### config.mk
export PLATFORM = sky130hd
export DESIGN_NAME = vga_timing
export DESIGN_NICKNAME = d
export VERILOG_FILES = /design/src/rtl/vga_pkg.sv /design/src/rtl/vga_sync_2ff.sv /design/src/rtl/vga_timing.sv
export SDC_FILE = /design/constraint.sdc
export NUM_CORES = 1
export LEC_CHECK = 0
export BUFFER_PORTS_ARGS = -buffer_cell sky130_fd_sc_hd__buf_2
export CORE_MARGIN = 2
export CORE_UTILIZATION = 45
export CTS_CLUSTER_SIZE = 10
export DETAILED_ROUTE_END_ITERATION = 8
export MAX_ROUTING_LAYER = met4
export PLACE_DENSITY = 0.66
export RECOVER_POWER = 100
export SYNTH_ARGS = -nofsm -noshare
export SYNTH_HDL_FRONTEND = slang
export SYNTH_SLANG_ARGS = --single-unit
export TNS_END_PERCENT = 1
### constraint.sdc
create_clock -name clock -period 3.5 [get_ports clock]
set_input_delay 0.525 -clock clock [delete_from_list [all_inputs] [get_ports clock]]
set_output_delay 0.525 -clock clock [all_outputs]
set_load 0.01 [all_outputs]
### src/rtl/vga_pkg.sv
// vga_pkg: shared 640x480 @ 60 Hz raster constants, counter widths and the
// per-pixel control bundle. The framebuffer fetch and DAC blocks use the same
// definitions.
package vga_pkg;

  // Horizontal timing, in pixel clocks
  localparam int VGA_H_ACTIVE = 640;
  localparam int VGA_H_FP     = 16;
  localparam int VGA_H_SYNC   = 96;
  localparam int VGA_H_BP     = 48;

  // Vertical timing, in lines
  localparam int VGA_V_ACTIVE = 480;
  localparam int VGA_V_FP     = 10;
  localparam int VGA_V_SYNC   = 2;
  localparam int VGA_V_BP     = 33;

  localparam int VGA_H_TOTAL = VGA_H_ACTIVE + VGA_H_FP + VGA_H_SYNC + VGA_H_BP;  // 800
  localparam int VGA_V_TOTAL = VGA_V_ACTIVE + VGA_V_FP + VGA_V_SYNC + VGA_V_BP;  // 525

  localparam int HCOUNT_W = $clog2(VGA_H_TOTAL);
  localparam int VCOUNT_W = $clog2(VGA_V_TOTAL);

  typedef logic [HCOUNT_W-1:0] hcount_t;
  typedef logic [VCOUNT_W-1:0] vcount_t;

  // Control bits that travel with one presented pixel coordinate
  typedef struct packed {
    logic hsync;
    logic vsync;
    logic active;
    logic line_start;
    logic frame_start;
  } vga_ctrl_t;

endpackage

### src/rtl/vga_sync_2ff.sv
// vga_sync_2ff: generic two-flop synchronizer with async active-low reset.
// Brings a slow level signal (e.g. a PLL lock flag) into the clk domain.
module vga_sync_2ff #(
  parameter int               WIDTH     = 1,
  parameter logic [WIDTH-1:0] RESET_VAL = '0
) (
  input  logic             clk,
  input  logic             rst_n,
  input  logic [WIDTH-1:0] d,
  output logic [WIDTH-1:0] q
);

  logic [WIDTH-1:0] meta;

  // Two-stage shift: the first stage may go metastable, the second resolves it
  always_ff @(posedge clk or negedge rst_n) begin
    if (!rst_n) begin
      meta <= RESET_VAL;
      q    <= RESET_VAL;
    end else begin
      // NOTE: non-blocking so q takes the old meta value, giving two real stages.
      meta <= d;
      q    <= meta;
    end
  end

endmodule

### src/rtl/vga_timing.sv
// vga_timing: 640x480 @ 60 Hz raster generator in the pixel clock domain.
// The synchronized PLL lock acts as a run enable; while it is low everything
// idles at reset values and the next run starts at (0,0) with frame_start.
// Optional feature macro: VGA_TIMING_FETCH_EN adds fetch_x/fetch_y/fetch_valid,
// a coordinate FETCH_LEAD clocks ahead of pixel_x/pixel_y for framebuffer reads.
module vga_timing
  import vga_pkg::*;
#(
  parameter int   H_ACTIVE   = VGA_H_ACTIVE,
  parameter int   H_FP       = VGA_H_FP,
  parameter int   H_SYNC     = VGA_H_SYNC,
  parameter int   H_BP       = VGA_H_BP,
  parameter int   V_ACTIVE   = VGA_V_ACTIVE,
  parameter int   V_FP       = VGA_V_FP,
  parameter int   V_SYNC     = VGA_V_SYNC,
  parameter int   V_BP       = VGA_V_BP,
  parameter logic HSYNC_POL  = 1'b0,
  parameter logic VSYNC_POL  = 1'b0,
  parameter int   FETCH_LEAD = 2,
  localparam int  H_TOTAL    = H_ACTIVE + H_FP + H_SYNC + H_BP,
  localparam int  V_TOTAL    = V_ACTIVE + V_FP + V_SYNC + V_BP,
  localparam int  HW         = $clog2(H_TOTAL),
  localparam int  VW         = $clog2(V_TOTAL)
) (
  input  logic          clock,
  input  logic          reset_n,
  input  logic          pll_locked,
`ifdef VGA_TIMING_FETCH_EN
  output logic [HW-1:0] fetch_x,
  output logic [VW-1:0] fetch_y,
  output logic          fetch_valid,
`endif
  output logic          hsync,
  output logic          vsync,
  output logic          active,
  output logic [HW-1:0] pixel_x,
  output logic [VW-1:0] pixel_y,
  output logic          line_start,
  output logic          frame_start
);

  // The fetch counter is preset to FETCH_LEAD on line 0, so the lead must be
  // shorter than one line.
  if (FETCH_LEAD < 0 || FETCH_LEAD >= H_TOTAL) begin : g_bad_lead
    $error("vga_timing: FETCH_LEAD must lie in [0, H_TOTAL-1]");
  end

  // Counter decode points, sized to the counters so compares are unsigned
  localparam logic [HW-1:0] H_LAST  = HW'(H_TOTAL - 1);
  localparam logic [HW-1:0] H_ACT   = HW'(H_ACTIVE);
  localparam logic [HW-1:0] HS_BEG  = HW'(H_ACTIVE + H_FP);
  localparam logic [HW-1:0] HS_END  = HW'(H_ACTIVE + H_FP + H_SYNC - 1);
  localparam logic [VW-1:0] V_LAST  = VW'(V_TOTAL - 1);
  localparam logic [VW-1:0] V_ACT   = VW'(V_ACTIVE);
  localparam logic [VW-1:0] VS_BEG  = VW'(V_ACTIVE + V_FP);
  localparam logic [VW-1:0] VS_END  = VW'(V_ACTIVE + V_FP + V_SYNC - 1);

  localparam vga_ctrl_t CTRL_IDLE = '{
    hsync:       ~HSYNC_POL,
    vsync:       ~VSYNC_POL,
    active:      1'b0,
    line_start:  1'b0,
    frame_start: 1'b0
  };

  function automatic logic [HW-1:0] h_step(input logic [HW-1:0] h);
    return (h == H_LAST) ? '0 : h + 1'b1;
  endfunction

  // v advances only when h wraps, so vsync is line-aligned by construction
  function automatic logic [VW-1:0] v_step(input logic [HW-1:0] h, input logic [VW-1:0] v);
    if (h != H_LAST) return v;
    return (v == V_LAST) ? '0 : v + 1'b1;
  endfunction

  function automatic logic is_active(input logic [HW-1:0] h, input logic [VW-1:0] v);
    return (h < H_ACT) && (v < V_ACT);
  endfunction

  function automatic vga_ctrl_t decode(input logic [HW-1:0] h, input logic [VW-1:0] v);
    vga_ctrl_t c;
    c.active      = is_active(h, v);
    c.hsync       = (h >= HS_BEG && h <= HS_END) ? HSYNC_POL : ~HSYNC_POL;
    c.vsync       = (v >= VS_BEG && v <= VS_END) ? VSYNC_POL : ~VSYNC_POL;
    c.line_start  = (h == '0);
    c.frame_start = (h == '0) && (v == '0);
    return c;
  endfunction

  logic run;

  vga_sync_2ff #(
    .WIDTH    (1),
    .RESET_VAL(1'b0)
  ) u_lock_sync (
    .clk  (clock),
    .rst_n(reset_n),
    .d    (pll_locked),
    .q    (run)
  );

  // h_cnt/v_cnt hold the coordinate to present on the next clock; the output
  // registers below take it together with its decoded control bits.
  logic [HW-1:0] h_cnt;
  logic [VW-1:0] v_cnt;
  logic [HW-1:0] pixel_x_q;
  logic [VW-1:0] pixel_y_q;
  vga_ctrl_t     ctrl_q;

  // Raster counters and aligned output registers; idle at (0,0) while not running
  always_ff @(posedge clock or negedge reset_n) begin
    if (!reset_n) begin
      h_cnt     <= '0;
      v_cnt     <= '0;
      pixel_x_q <= '0;
      pixel_y_q <= '0;
      ctrl_q    <= CTRL_IDLE;
    end else if (!run) begin
      h_cnt     <= '0;
      v_cnt     <= '0;
      pixel_x_q <= '0;
      pixel_y_q <= '0;
      ctrl_q    <= CTRL_IDLE;
    end else begin
      h_cnt     <= h_step(h_cnt);
      v_cnt     <= v_step(h_cnt, v_cnt);
      pixel_x_q <= h_cnt;
      pixel_y_q <= v_cnt;
      ctrl_q    <= decode(h_cnt, v_cnt);
    end
  end

  // Masking with run blanks the outputs on the same edge run falls, instead of
  // one clock later when the registers clear; both inputs are flops, so the
  // result stays glitch-free. On the rising side the registers still hold idle
  // values, so the first visible coordinate is (0,0) one clock after run rises.
  vga_ctrl_t ctrl_o;
  assign ctrl_o      = run ? ctrl_q : CTRL_IDLE;
  assign pixel_x     = run ? pixel_x_q : '0;
  assign pixel_y     = run ? pixel_y_q : '0;
  assign hsync       = ctrl_o.hsync;
  assign vsync       = ctrl_o.vsync;
  assign active      = ctrl_o.active;
  assign line_start  = ctrl_o.line_start;
  assign frame_start = ctrl_o.frame_start;

`ifdef VGA_TIMING_FETCH_EN
  // Lead counter: same sequence as h_cnt/v_cnt, started FETCH_LEAD pixels ahead
  localparam logic [HW-1:0] FH_PRESET = HW'(FETCH_LEAD);

  logic [HW-1:0] fh_cnt;
  logic [VW-1:0] fv_cnt;
  logic [HW-1:0] fetch_x_q;
  logic [VW-1:0] fetch_y_q;
  logic          fetch_valid_q;

  // Lead counter and its registered outputs, aligned with pixel_x/pixel_y
  always_ff @(posedge clock or negedge reset_n) begin
    if (!reset_n) begin
      fh_cnt        <= FH_PRESET;
      fv_cnt        <= '0;
      fetch_x_q     <= '0;
      fetch_y_q     <= '0;
      fetch_valid_q <= 1'b0;
    end else if (!run) begin
      fh_cnt        <= FH_PRESET;
      fv_cnt        <= '0;
      fetch_x_q     <= '0;
      fetch_y_q     <= '0;
      fetch_valid_q <= 1'b0;
    end else begin
      fh_cnt        <= h_step(fh_cnt);
      fv_cnt        <= v_step(fh_cnt, fv_cnt);
      fetch_x_q     <= fh_cnt;
      fetch_y_q     <= fv_cnt;
      fetch_valid_q <= is_active(fh_cnt, fv_cnt);
    end
  end

  assign fetch_x     = run ? fetch_x_q : '0;
  assign fetch_y     = run ? fetch_y_q : '0;
  assign fetch_valid = run & fetch_valid_q;
`endif

endmodule

---- After elaboration in Yosys (flattened, before gate mapping) ----
Cells that the tools add are included.
storage, ports and cells
  register bits ........................... 47
  latch bits .............................. 0
  bits in writable memories ............... 0
  bits in read-only memories .............. 0
  input bits .............................. 3
  output and inout bits ................... 25
  memories ................................ 0
operators by class
  $add $sub $neg .......................... 2
  multiply operators ...................... 0
  divide/modulo/power cells ............... 0
  $lt $le $gt $ge ......................... 6
  equal/unequal tests ..................... 4
  shifts and indexed selects .............. 0
  muxes and demuxes ....................... 15
  bitwise gates (word level) .............. 0
  reduce and logical (&&, ||, !) cells .... 6
operators with widths
  operator                 number
  $mux W10                 9
  $add A10 B1 Y10 const B  2
  $eq A10 B10 Y1 const B   2
  $logic_not A10 Y1        2
  $ge A10 B10 Y1 const B   1
  $ge A10 B9 Y1 const B    1
  $le A10 B10 Y1 const B   1
  $le A10 B9 Y1 const B    1
  $lt A10 B10 Y1 const B   1
  $lt A10 B9 Y1 const B    1
  $mux W5                  2
  $ne A10 B10 Y1 const B   1
  $logic_and A1 B1 Y1      4
  $mux W1                  4
  $ne A3 B3 Y1 const B     1

---- Logic depth before layout (Yosys ltp) ----
Gate-level depths: netlist of run 1.
  depth after elaboration ................. 5
  depth in mapped cells ................... 6

---- Modules after synthesis ----
A second synthesis of run 1 with hierarchy kept.
second synthesis, totals
  cell total of the unflattened synthesis .. 208
  area total of the unflattened synthesis .. 2,180.8 µm²
by module, submodules not included
  module        times used  cells an instance  area each (µm²)  seq. area each (µm²)
  vga_timing    1           206                2,130.8          1,128.6
  vga_sync_2ff  1           2                  50.0             50.0

---- Worst setup path before layout of run 1 ----
No wires, ideal clock.
  kind .................................... register -> register
  start ................................... register h_cnt[5]
  end ..................................... register v_cnt[8]
  library setup time ...................... 0.125 ns
  arrival time ............................ 1.930 ns
  slack ................................... 1.445 ns
  cell stages (with the launch flop) ...... 7
  path buffers ............................ 2
  cell sequence ........................... dfrtp_1 buf_6 or3_4 or3_1 buf_2 nor3_1 mux2_2
between the ends
  cells in the longest elaborated chain, start to end .. 4
RTL lines
  item                      line               RTL
  start: declaration        vga_timing.sv:104  logic [HW-1:0] h_cnt;
  start signal: assignment  vga_timing.sv:125  h_cnt <= h_step(h_cnt);
  $ne A10 B10 Y1 *          vga_timing.sv:72   if (h != H_LAST) return v;
  $mux W1                   vga_timing.sv:72
  $mux W1                   vga_timing.sv:118  end else if (!run) begin
  $ne A3 B3 Y1 (no line) *  --
  end signal: assignment    vga_timing.sv:126  v_cnt <= v_step(h_cnt, v_cnt);
  end: declaration          vga_timing.sv:105  logic [VW-1:0] v_cnt;
Mark *: on every way between the ends. The rest lies on a longest branch, timed or not. The select of a mux whose other input is x is not followed.
A chain may end at the register's enable or synchronous reset.

---- Final worst setup path of run 1 ----
  start ................................... register h_cnt[5]
  end ..................................... register v_cnt[7]
The elaborated chain is that of the path after synthesis.

==> flow_summary.ini, run 1 <==
[clock_network]
cts_tree = done
postCtsHoldBufs = 0
post_cts_resized = 0
cts_root_buffer = clkbuf_8
cts_sinks = 47
cts.clk_slew.worst_paths_ns = 0.08
clockBufferDepth = 2
post_cts_buffers = 0
clkLatencyLatePin_ns = 0.30
cts.htree.levels = 2
cts_buffers = 5

[floorplanning]
dieArea_sq_um = 5437
die_h_um = 73.74
io_pins = 28
start_util = 0.4664
rows = 25
core_sq_um = 4692
dieWidth_um = 73.74

[cells_and_area]
area.growth.synth_to_final_pct = 10.52
fillCellCount = 450
drive_above_1_share = 0.08824
antenna_cells = 0
multiInputGateArea_sq_um = 909.6
nNetsFinal = 244
regArea_sq_um = 1179

[critical_path]
crit_required_ns = 3.69
crit_path_max_fanout = 11
end_kind = register
start_kind = register
critical_path_class = register to register
worstPathArrival_ns = 2.53

[power]
p_leak_nw = 1.067
ir_drop_mv = 0.1731
powerDensity_nw_per_um2 = 414.1

[route]
firstDrtPassIters = 4
via_count = 1549
drc_errors = 0
drt-vias-per-instance = 5.305
totalWireLength_um = 4029
wl_per_cell_um = 13.80
drt_iter0_markers = 81
antenna_left = 0

[global_route]
grt_pass1_wl_um = 6658
grt_use_total = 0.1657
grt_pass1_vias = 1433
antenna_found_initial = 0
grt_overflow = 0
grt_max_degree = 48

[timing]
timing.slew.headroom = -0.5659
hold_ws_ns = 0.3235
finalClockSkew_ns = 0.005792
rsz0062_at_grt = no
hold_violations = 0
setup_viol = 0
max_freq_ghz = 0.4288
setup-tns-final_ns = 0
tightest_slew_ns = 2.349
period_needed_ns = 2.332
final-max-slew-violation-count = 48
timing.final.crit_share = 0.6662

[placed_design]
portBuffers = 27
gp_congestion = 0.8351
dpl.hpwl_um = 2644

[logic_synthesis]
syn_avg_cell_area_sq_um = 10.13
yosysUniqueCellTypes = 36
synth.top_cell.area_share = 0.5146
syn_nets = 223
ys_warn_count = 0
synthTopCellsByArea = dfrtp_1 (51%), and2_1 (11%), nor2_1 (3.9%)
synth_edf_count = 0
synthArstFlopShare = 1.000
ys.flop_type = dfrtp_1
synthCells = 216
synth_seq_area_share = 0.5386
syn_area_sq_um = 2188
yosysTopAreaCell = dfrtp_1
ys_ff_latch = 47

[run]
cap_violations = 1

[status]
violations = max-capacitance violations, max-slew violations
status = finished, violations left

[worst_hold_path]
hold_path_class = input port to register
==> state kept, by name, indices dropped and copies added, names as in the netlist <==
| name | cells |
|---|---|
| h_cnt | 10 |
| u_lock_sync.q | 1 |
| ctrl_q | 5 |
| v_cnt | 10 |
| pixel_y_q | 10 |
| u_lock_sync.meta | 1 |
| pixel_x_q | 10 |
==> layer usage <==
metal  wire length, um  track usage  vias up  share of wire
met5                 0            -        -              0
met4                73      0.07273        0          0.018
met3               207      0.03978        7          0.051
met2              1793       0.2421       44           0.45
met1              1955       0.2192      723           0.49
li1                  -            -      775              -
==> synthesized netlist by cell type (3+ instances only) <==
cell	n
nand3_1	9
nand2_1	10
or4_1	3
or3_1	5
dfrtp_1	45
xor2_1	3
clkbuf_1	11
nor4_1	3
o21ai_0	5
nor2_1	23
nand4_1	10
nor3_1	5
inv_1	7
xnor2_1	6
ha_1	4
and2_1	40
==> cell families (layout without fill, tap and decap cells) <==
| family | after synthesis | in the layout | synth area share |
|---|---|---|---|
| multiplexers | 3 | 3 | 0.01429 |
| buffers and inverters | 21 | 43 | 0.04060 |
| adder cells (fa/ha/maj) | 4 | 4 | 0.02287 |
| flip-flops | 47 | 47 | 0.5386 |
| XOR/XNOR | 9 | 9 | 0.03602 |
| AND/OR/NAND/NOR | 116 | 116 | 0.2945 |
| AO/OA/AOI/OAI | 16 | 16 | 0.05318 |
==> critical path: stages, from the launching register on <==
cell	delay, ns
dfrtp_1	0.48
or3_4	0.42
or3_1	0.53
or4_1	0.55
o41ai_1	0.25
==> where the power goes <==
group	total, mW	internal (mW)	switching, mW
Sequential	0.556	0.551	0.00507
Clock	0.405	0.231	0.174
Combinational	0.0409	0.0110	0.0299
==> cell type report <==
type	count	share of cell area
Clock buffer	6	0.03414
Clock inverter	2	0.01449
Inverter	7	0.01086
Multi-Input combinational cell	148	0.3761
Sequential cell	47	0.4873
Tap cell	54	0.02794
Timing Repair Buffer	28	0.04915
==> layout by cell type, fill, tap and decap left out, drive strengths merged, types with 2 or more instances in the layout <==
master,instances
a21oi,2
and2,40
and4,2
buf,9
clkbuf,25
dfrtp,45
dfstp,2
ha,4
inv,7
mux2i,2
nand2,10
nand2b,2
nand3,9
nand4,10
nor2,23
nor2b,2
nor3,5
nor4,3
o21ai,5
o41ai,2
or3,6
or4,4
xnor2,6
xor2,3
==> path summary, 6_finish.rpt <==
path / start / end / slack, ns / cells past startpoint
min in group asynchronous: reset_n / u_lock_sync.meta / 0.92 / 1
worst max register to register: h_cnt[5] / v_cnt[7] / 1.17 / 4
worst min-delay path: pll_locked / u_lock_sync.meta / 0.32 / 1
max in group asynchronous: reset_n / v_cnt[2] / 1.23 / 1
worst min register to register: u_lock_sync.meta / u_lock_sync.q / 0.35 / 0
worst max-delay path: h_cnt[5] / v_cnt[7] / 1.17 / 4
==> per-stage QoR <==
step | total power [mW] | instances | setup WS (ns) | util | instance area, sq um
2_1_floorplan | 0.5888 | 216 | 1.445 | - | 2188
3_3_place_gp | 0.6097 | 284 | 1.289 | 0.4979 | 2336
3_5_place_dp | 0.6104 | 284 | 1.245 | 0.4979 | 2336
4_1_cts | 1.020 | 292 | 1.234 | 0.5229 | 2454
5_1_grt | 1.047 | 292 | 0.6251 | 0.5155 | 2419
6_report | 1.002 | 292 | 1.168 | 0.5155 | 2419
Power figures use the tool's default switching activity.
==> inputs of run 2 (changes only) <==
- PLACE_DENSITY: 0.66 -> 0.68
- clock period: 3.5 -> 1.9 ns (I/O delays scaled with it)
==> run 2 against run 1 <==
Against the previous run: the flow now finishes without violations; core utilization rose by 4.8 points; cell count rose by 7.5%; worst hold slack got worse by 0.24 ns; wire length rose by 14%; sequential power rose by 83%; critical path depth did not move; design area rose by 9.4%; combinational power rose by 140%; maximum frequency rose by 24%; sequential share of layout area fell by 4.2 points; critical endpoint unchanged; largest cell class unchanged; largest power group unchanged; highest routed layer unchanged.
==> flow_summary.ini, run 2 (same netlist as run 1, synthesis figures left out) <==
[timing]
period_needed_ns = 1.879
final-max-slew-violation-count = 0
timing.slew.headroom = 0.2049
hold_violations = 0
finalClockSkew_ns = 0.005143
setup_viol = 0
tightest_slew_ns = 1.193
rsz0062_at_grt = yes
timing.final.crit_share = 0.9887
max_freq_ghz = 0.5323

[cells_and_area]
antenna_cells = 0
area.growth.synth_to_final_pct = 20.87
final_common_cell = dfrtp_1
final_cell_mix = dfrtp_1 (45), and2_1 (28), clkbuf_1 (27), nor2_1 (23), buf_4 (16)
final_cells = 314
stdcell_area_sq_um = 2645
drive_above_1_share = 0.1654
nNetsFinal = 266
fin_util = 0.5637

[global_route]
grt_max_degree = 45
grt_pass1_wl_um = 7479
antenna_found_initial = 0
grt_overflow = 0
grt_pass1_vias = 1504
grt_use_total = 0.1906

[route]
via_count = 1667
drc_errors = 0
drt_iter0_markers = 101
drt-vias-per-instance = 5.309
totalWireLength_um = 4577
firstDrtPassIters = 5
antenna_left = 0
wl_per_cell_um = 14.58

[power]
power_frac_comb = 0.049
powerDensity_nw_per_um2 = 749.4
ir_drop_mv = 0.2956
p_total_mw = 1.982
p_sw_mw = 0.4126
internal-power_mw = 1.570
p_leak_nw = 1.201
seq_power_share = 0.515
clockPowerShare = 0.437
p_sw_frac = 0.2082

[clock_network]
cts_sinks = 47
cts.clk_slew.worst_paths_ns = 0.09
clockBufferDepth = 2
cts.htree.levels = 2
cts_buffers = 5
cts_root_buffer = clkbuf_8
cts_tree = done
clkLatencyLatePin_ns = 0.30

[placed_design]
portBuffers = 27
place_inst = 304
dpl.hpwl_um = 3147
dpl_cell_area_sq_um = 2496
gp_congestion = 0.9068

[worst_hold_path]
hold_path_class = input port to register
min-delay-start = pll_locked
whs_endpoint = u_lock_sync.meta
holdPathStages = 1

[critical_path]
cp.buffers_inverters = 0
end_kind = register
crit_family = simple AND/OR/NAND/NOR gates
worstPathArrival_ns = 2.08
crit_chain = or3_4 -> or3_4 -> or4_4 -> o41ai_2
regToRegSetupSlack_ns = 0.02
crit_top_cell = or3_4
crit_required_ns = 2.10
worstSetupStartpoint = h_cnt[5]
regToRegStartpoint = h_cnt[5]
timing.rr.end = v_cnt[7]
cpPeakStageDelay_ns = 0.44
crit_slowest_cell = or4_4
critical_path_class = register to register
crit_path_max_fanout = 5
start_kind = register
rr_worst_depth = 4

[floorplanning]
core_sq_um = 4692
dieWidth_um = 73.74
die_h_um = 73.74
dieArea_sq_um = 5437
rows = 25
io_pins = 28
start_util = 0.4664

[status]
status = finished, final reports clean

[run]
cap_violations = 0
-- run 2: changes by cell type in the layout (fill, tap and decap cells not counted), sizes merged --
| cell | before | now |
|---|---|---|
| dlygate4sd3 | 0 | 1 |
| clkbuf | 25 | 33 |
| clkinv | 1 | 0 |
| buf | 9 | 21 |
| bufinv | 1 | 2 |
| clkinvlp | 0 | 1 |
-- run 2: stage by stage --
| step | setup TNS [ns] | hold slack [ns] | setup WS [ns] |
|---|---|---|---|
| global route | -0.4832 | 0.06857 | -0.04361 |
| global placement | -0.1129 | 0.2799 | -0.03540 |
| floorplan | -0.3616 | -0.01059 | -0.1050 |
| detailed placement | -0.2258 | 0.2807 | -0.06875 |
| finish | 0 | 0.07951 | 0.02146 |
| CTS | -0.05046 | 0.07003 | -0.03709 |
-- run 2: what timing repair did --
item                                   in CTS  in global routing
setup endpoints to repair                   4                  6
setup buffers                               1                  0
cloned                                      0                  0
pin swaps                                   6                  2
gates resized for setup                     7                  3
endpoints found under the hold margin      19                  0
hold buffers                                1                  0
-- run 2: cell type report --
cell class / instances / area (sq um)
repair buffers: 50 / 270.3
clock inverters: 3 / 67.56
flip-flops and latches: 47 / 1179
well taps: 54 / 67.56
clock buffers: 5 / 68.82
inverters: 7 / 26.28
fillers: 425 / 2047
multi-input cells: 148 / 965.9
-- run 2: worst max path at each step --
stage / cells after the start / to
finish: 4 / v_cnt[7]
global placement: 4 / v_cnt[7]
floorplan: 5 / v_cnt[7]
global route: 4 / v_cnt[7]
CTS: 4 / v_cnt[7]
detailed placement: 4 / v_cnt[5]
-- run 2: power groups by stage --
stage | clock [mW] | sequential [mW] | combinational (mW)
global placement | 0 | 1.04 | 0.0996
CTS | 0.881 | 1.02 | 0.104
detailed placement | 0 | 1.04 | 0.100
global route | 0.912 | 1.02 | 0.110
floorplan | 0 | 1.04 | 0.0430
finish | 0.866 | 1.02 | 0.0964
-- run 2: per-layer routing --
metal | wire [um] | global-route usage | vias to the layer above
met5 | 0 | - | -
met4 | 80 | 0.07273 | 0
met3 | 176 | 0.04115 | 7
met2 | 2107 | 0.2827 | 40
met1 | 2213 | 0.2562 | 809
li1 | - | - | 811
-- run 2: worst reg2reg max path: stages (launching register included) --
cell	delay (ns)
dfrtp_1	0.38
or3_4	0.39
or3_4	0.37
or4_4	0.45
o41ai_2	0.20
